**config.mk**
```make
export PLATFORM = sky130hd
export DESIGN_NAME = serial_sub_ctrl
export DESIGN_NICKNAME = d
export VERILOG_FILES = /design/src/rtl/serial_sub_ctrl_pkg.sv /design/src/rtl/full_sub_bit.sv /design/src/rtl/serial_sub_ctrl.sv
export SDC_FILE = /design/constraint.sdc
export NUM_CORES = 1
export LEC_CHECK = 0
export ABC_AREA = 1
export BUFFER_PORTS_ARGS = -buffer_cell sky130_fd_sc_hd__buf_2
export CAP_MARGIN = 25
export CORE_ASPECT_RATIO = 0.5
export CORE_UTILIZATION = 53
export CTS_CLUSTER_SIZE = 12
export DETAILED_ROUTE_END_ITERATION = 10
export PLACE_DENSITY_LB_ADDON = 0.1
export REMOVE_ABC_BUFFERS = 1
export SYNTH_ARGS = -nofsm -noshare
export SYNTH_HDL_FRONTEND = slang
export SYNTH_SLANG_ARGS = --single-unit
```
**constraint.sdc**
```tcl
create_clock -name clk -period 1.7 [get_ports clk]
set_input_delay 0.34 -clock clk [delete_from_list [all_inputs] [get_ports clk]]
set_output_delay 0.34 -clock clk [all_outputs]
set_load 0.05 [all_outputs]
```
**src/rtl/serial_sub_ctrl_pkg.sv**
```systemverilog
`default_nettype none
// ============================================================================
// Module      : serial_sub_ctrl_pkg
// Description : Shared constants for the bit-serial subtractor controller.
// Revision    : 1.0 - initial release
// ============================================================================
package serial_sub_ctrl_pkg;

    localparam int DEFAULT_WIDTH = 8;

    localparam logic [1:0] S_IDLE = 2'b00;
    localparam logic [1:0] S_RUN  = 2'b01;
    localparam logic [1:0] S_DONE = 2'b10;

endpackage : serial_sub_ctrl_pkg
`default_nettype wire

```
**src/rtl/full_sub_bit.sv**
```systemverilog
`default_nettype none
// ============================================================================
// Module      : full_sub_bit
// Description : Combinational one-bit full subtractor (a - b - bin).
// Revision    : 1.0 - initial release
// ============================================================================
module full_sub_bit (
    input  logic a,
    input  logic b,
    input  logic bin,
    output logic d,
    output logic bo
);

    assign d  = a ^ b ^ bin;
    assign bo = (~a & b) | (~(a ^ b) & bin);

endmodule : full_sub_bit
`default_nettype wire

```
**src/rtl/serial_sub_ctrl.sv**
```systemverilog
`default_nettype none
// ============================================================================
// Module      : serial_sub_ctrl
// Description : Bit-serial WIDTH-bit subtractor, LSB first, start/done handshake.
// Revision    : 1.0 - initial release
// ============================================================================
module serial_sub_ctrl
    import serial_sub_ctrl_pkg::*;
#(
    parameter int WIDTH = DEFAULT_WIDTH
) (
    input  logic             clk,
    input  logic             rst_n,
    input  logic             start,
    input  logic [WIDTH-1:0] a,
    input  logic [WIDTH-1:0] b,
    input  logic             bin,
    output logic             ready,
    output logic             busy,
    output logic             done,
    output logic [WIDTH-1:0] diff,
    output logic             bout,
    output logic             ovf
);

    localparam int                c_CNT_W = $clog2(WIDTH);
    localparam logic [c_CNT_W-1:0] c_LAST = c_CNT_W'(WIDTH - 1);

    logic [1:0]         r_state;
    logic [1:0]         w_state_next;
    logic [WIDTH-1:0]   r_sa;
    logic [WIDTH-1:0]   r_sb;
    logic               r_br;
    logic [c_CNT_W-1:0] r_cnt;
    logic [WIDTH-1:0]   r_diff;
    logic               r_bout;
    logic               r_ovf;
    logic               r_a_sign;
    logic               r_b_sign;
    logic               w_d;
    logic               w_bo;
    logic               w_last;

    full_sub_bit u_cell (
        .a   (r_sa[0]),
        .b   (r_sb[0]),
        .bin (r_br),
        .d   (w_d),
        .bo  (w_bo)
    );

    assign w_last = (r_cnt == c_LAST);

    always_ff @(posedge clk or negedge rst_n) begin
        if (!rst_n) begin
            r_state <= S_IDLE;
        end else begin
            r_state <= w_state_next;
        end
    end

    always_comb begin
        w_state_next = r_state;
        case (r_state)
            S_IDLE:  if (start) w_state_next = S_RUN;
            S_RUN:   if (w_last) w_state_next = S_DONE;
            S_DONE:  w_state_next = S_IDLE;
            default: w_state_next = S_IDLE;
        endcase
    end

    always_ff @(posedge clk or negedge rst_n) begin
        if (!rst_n) begin
            r_sa     <= '0;
            r_sb     <= '0;
            r_br     <= 1'b0;
            r_cnt    <= '0;
            r_diff   <= '0;
            r_bout   <= 1'b0;
            r_ovf    <= 1'b0;
            r_a_sign <= 1'b0;
            r_b_sign <= 1'b0;
        end else begin
            case (r_state)
                S_IDLE: begin
                    if (start) begin
                        r_sa     <= a;
                        r_sb     <= b;
                        r_br     <= bin;
                        r_cnt    <= '0;
                        r_a_sign <= a[WIDTH-1];
                        r_b_sign <= b[WIDTH-1];
                    end
                end
                S_RUN: begin
                    r_sa   <= {1'b0, r_sa[WIDTH-1:1]};
                    r_sb   <= {1'b0, r_sb[WIDTH-1:1]};
                    r_diff <= {w_d, r_diff[WIDTH-1:1]};
                    r_br   <= w_bo;
                    // Counter parks on the terminal value so it never wraps.
                    if (!w_last) begin
                        r_cnt <= r_cnt + c_CNT_W'(1);
                    end else begin
                        r_bout <= w_bo;
                        r_ovf  <= (r_a_sign != r_b_sign) && (w_d != r_a_sign);
                    end
                end
                default: ;
            endcase
        end
    end

    assign ready = (r_state == S_IDLE);
    assign busy  = (r_state == S_RUN);
    assign done  = (r_state == S_DONE);
    assign diff  = r_diff;
    assign bout  = r_bout;
    assign ovf   = r_ovf;

endmodule : serial_sub_ctrl
`default_nettype wire

```
== Word-level counts from Yosys, hierarchy flattened ==
Cells that the tools add are included.
Widths: inputs -> output; s select.

* Reduce and logical (&&, ||, !) cells: 8
* Add/sub/neg operators: 1
* Bitwise logic cells: 7
* Multiplexer cells: 12
* Equal/unequal tests: 8

{| class="wikitable"
|+ Operators by type and width
! cell !! number
|-
| $pmux 8 s2 || 2
|-
| $mux 8 || 2
|-
| $reduce_and 2->1 || 4
|-
| $mux 3 || 2
|-
| $pmux 3 s2 || 1
|-
| $mux 2 || 2
|-
| $ne 2x2->1 const B || 2
|-
| $pmux 2 s2 || 1
|-
| $add 3x1->3 const B || 1
|-
| $eq 3x3->1 const B || 1
|-
| $reduce_and 3->1 || 1
|-
| $and 1x1->1 || 2
|-
| $eq 2x1->1 const B || 1
|-
| $eq 2x2->1 const B || 1
|-
| $logic_not 2->1 || 1
|-
| $ne 1x1->1 || 2
|-
| $ne 2x1->1 const B || 1
|-
| $not 1->1 || 2
|-
| $pmux 1 s2 || 1
|-
| $reduce_bool 2->1 || 1
|-
| $xor 1x1->1 || 2
|-
| $logic_and 1x1->1 || 1
|-
| $mux 1 || 1
|-
| $or 1x1->1 || 1
|}

* Register bits after elaboration: 34
* Output and inout bits: 13

== Depth between registers and ports, before layout ==
* Depth in word-level cells: 5
* Mapped depth: 7
* Gate-level depth less buffers: 7

== Modules after synthesis ==
A second synthesis with hierarchy kept.

* Cells, all modules: 204
* Area, all modules: 1631.6 um^2

{| class="wikitable"
|+ Modules (own cells, without submodules)
! module !! instances !! cells an instance !! area an instance (um^2)
|-
| serial_sub_ctrl || 1 || 200 || 1600.3
|-
| full_sub_bit || 1 || 4 || 31.3
|}

== Least setup slack after synthesis ==
Ideal clock, no wire load.

* Path type: register to register
* Start point: register r_state[0]
* End point: register r_cnt[0]
* Library setup time: 0.120 ns
* Cell stages (with the launch flop): 6
* Path slack: -0.129 ns
* Arrival: 1.709 ns
* Required time: 1.580 ns
* Clock period less this slack: 1.829 ns
* Cells stage by stage: dfrtp_1 buf_4 nor2_1 nand2_2 nand3_1 nand2_1

* Longest elaborated chain between the ends: 3
* Elaborated cells between the ends (all ways): 7

{| class="wikitable"
|+ Ends and longest elaborated chain
! what !! RTL line !! text
|-
| start: declaration || serial_sub_ctrl.sv:29 || <nowiki>logic [1:0] r_state;</nowiki>
|-
| start signal: assignment || serial_sub_ctrl.sv:58 || <nowiki>r_state <= w_state_next;</nowiki>
|-
| $logic_not 2->1 (*) || n/a ||
|-
| named net ready || serial_sub_ctrl.sv:18 || <nowiki>output logic ready,</nowiki>
|-
| $ne 2x2->1 (no source line) / $reduce_bool 2->1 (equally long branches) || n/a ||
|-
| $reduce_and 3->1 (no source line) || n/a ||
|-
| end signal: assignment || serial_sub_ctrl.sv:102 || <nowiki>r_cnt <= r_cnt + c_CNT_W'(1);</nowiki>
|-
| end: declaration || serial_sub_ctrl.sv:34 || <nowiki>logic [c_CNT_W-1:0] r_cnt;</nowiki>
|}

The timed path passes the listed nets; every way through them passes the cells marked *.
A chain may end at the register's enable or synchronous reset.

== Final worst setup path ==
* Start point: register r_state[0]
* End point: output ready

* Longest elaborated chain between the ends: 1

{| class="wikitable"
|+ Ends and longest elaborated chain
! what !! RTL line !! text
|-
| $logic_not 2->1 || serial_sub_ctrl.sv:113 || <nowiki>assign ready = (r_state == S_IDLE);</nowiki>
|-
| end: declaration || serial_sub_ctrl.sv:18 ||
|}

No other way between the ends.

==> results.toml <==
[outcome]
status = "finished, final reports clean"

[critical_path]
cpPeakStageDelay_ns = 0.43
crit_slowest_cell = "dfrtp_1"
crit_chain = "nor2_1, buf_2"
cpLargestDelayFamily = "flip-flops"
cp_num_buf_inv = 1
worst_ep_required_time_ns = 1.36
cp-start-kind = "flop"
crit_fanout = 5
end_kind = "primary output"
worstPathArrival_ns = 1.27
critPathKind = "flop to primary output"

[sta]
skew_ns = 0.00704
period_minus_slack_ns = 1.61
setup_viol = 0
setup_slack_ns = 0.0850
fin_hold_ws_ns = 0.0755
rsz0062_at_grt = "no"
max_slew.worst_pin.slew_ns = 0.421
period_share_pct = 95.0
fin_setup_tns_ns = 0
hold_violations = 0
max_slew_margin_pct = 71.9
max_freq_mhz = 619
finalMaxSlewViolations = 0

[detailed_routing]
drc_errors = 0
met3_length_um = 235
wl_per_cell_um = 11.9
drt_first_pass_iters = 4
finalWirelength_um = 3310
drt-met1-wl_um = 1660
drt_iter0_markers = 105
highest_layer = "met4"
viasPerCell = 4.91
num_vias = 1366
detail-route-antenna-nets = 0
met2_length_um = 1400

[clocking]
cts_sinks = 34
tritoncts = "yes"
insertion_delay_ns = 0.28
postCtsSetupBuffers = 0
clockBufferDepth = 2
ctsResizeCount = 0
h-tree-depth = 2
cts_root_buffer = "clkbuf_8"
hold_buffers = 0
clkTransAtPathRegs_ns = 0.07
cts_buffers = 5

[grt]
antenna_found_initial = 0
grt_start_max_net_pins = 35
track_usage_pct = 22.7
grt_pass1_vias = 1108
grt_pass1_wl_um = 5180
overflow = 0

[finish]
fin_cells = 278
syn2layout_area_growth_pct = 19.0
stdcell_area_um2 = 1900
final_util_pct = 69.8
drive_gt1_share_pct = 20.7
num_antenna_cells = 0
multi_input_area_um2 = 627
fill_cells = 217
seq_area_um2 = 851
nets = 263

[pwr]
clockPowerShare_pct = 15.8
powerDensity_nw_per_um2 = 2050
p_sw_mw = 1.82
seq_power_share_pct = 35.3
combPwrFrac_pct = 48.9
p_int_mw = 2.08
total_power_mw = 3.90
power.leakage_nw = 1.10
switching_share_pct = 46.6
ir_worst_vdd_mv = 1.20

[die]
die-area_um2 = 3240
core_area_um2 = 2720
start_util_pct = 58.6
std_cell_rows = 13
die_w_um = 79.5
top_level_ports = 33
die_h_um = 40.8

[placed_design]
dpl.hpwl_um = 2180
routabilityCongestion = 0.789
dp.cells = 270
post_dp_cell_area_um2 = 1800
dp_slack_ns = 0.343
place.port_buffers = 32

[yosys]
synth_edf_count = 0
synth_common_cells = "nand2_1, dfrtp_1, nand3_1"
synth.area.top_cells = "dfrtp_1, nand2_1, nand3_1"
yosys_warnings = 0
ys.flop_type = "dfrtp_1"
synth_top_cell_area_share_pct = 53.4
synth_area_leader_cell = "dfrtp_1"
yosysUniqueCellTypes = 16
ys_async_sr_fraction_pct = 100
synth_most_common_cell = "nand2_1"
syn_area_um2 = 1590
syn_inst = 202
ys_seq_elements = 34
synth-seq-area-share_pct = 53.4
synth.avg_cell_area_um2 = 7.89

[hold_path]
worstHoldPathType = "input port to async pin"

[job]
maxCapViolCount = 0
-- logic make-up after synthesis --
family          share of synthesized area, %
flops                                   53.4
simple gates                            32.2
compound gates                          4.32
fa+ha+maj                               2.83
buf+inv                                 7.23
-- flip-flops by register name, summed over array words and instances (netlist names) --
register and count:
r_cnt 3, ovf 1, r_sb 8, r_br 1
bout 1, r_state 2, r_b_sign 1, r_a_sign 1
r_sa 8, diff 8
-- path summary, 6_finish.rpt --
| path | start | endpoint | slack, ns | cells after the start |
|---|---|---|---|---|
| setup / recovery | r_state[0] | ready | 0.09 | 2 |
| hold / removal | rst_n | diff[5] | 0.08 | 2 |
| setup reg to reg | r_state[1] | r_sb[2] | 0.29 | 7 |
| hold reg to reg | r_sb[5] | r_sb[5] | 0.48 | 2 |
| max in group asynchronous | rst_n | r_sb[2] | 1.32 | 2 |
| min in group clk | bin | r_br | 0.31 | 3 |
-- placed cells by master (no fill, tap or decap), drive strengths merged --
cell     n
inv     16
dfrtp   34
o21ai   13
fa       1
nand4    3
ha       2
nor2     4
nand3   21
clkinv   1
clkbuf   7
nand2   99
buf     40
-- routing by layer --
| metal | vias to the layer above | global-route usage [%] |
|---|---|---|
| li1 | 701 | - |
| met1 | 618 | 31.5 |
| met2 | 45 | 34.2 |
| met3 | 2 | 7.33 |
| met4 | 0 | 6.82 |
| met5 | - | 0 |
-- worst register-to-register path, cell delays in order (launching register included) --
cell and delay (ns):
dfrtp_1 0.39, inv_1 0.29, nand2_1 0.14, buf_4 0.21, nand2_1 0.09, nand2_1 0.07, nand2_1 0.06, nand2_1 0.05
-- power groups by stage --
stage	Clock [mW]	Combinational, mW	Sequential, mW
floorplan	0	0.996	1.73
global placement	0	1.86	1.37
detailed placement	0	1.90	1.38
CTS	0.628	1.91	1.37
global route	0.670	2.12	1.42
finish	0.615	1.90	1.38
-- layout make-up --
type / count / share of cell area, %
Clock buffer: 7 / 4.55
Clock inverter: 1 / 0.264
Inverter: 16 / 3.17
Multi-Input combinational cell: 143 / 33.1
Sequential cell: 34 / 44.9
Tap cell: 37 / 2.44
Timing Repair Buffer: 40 / 11.6
No activity file was read; power rests on OpenSTA's default activity.
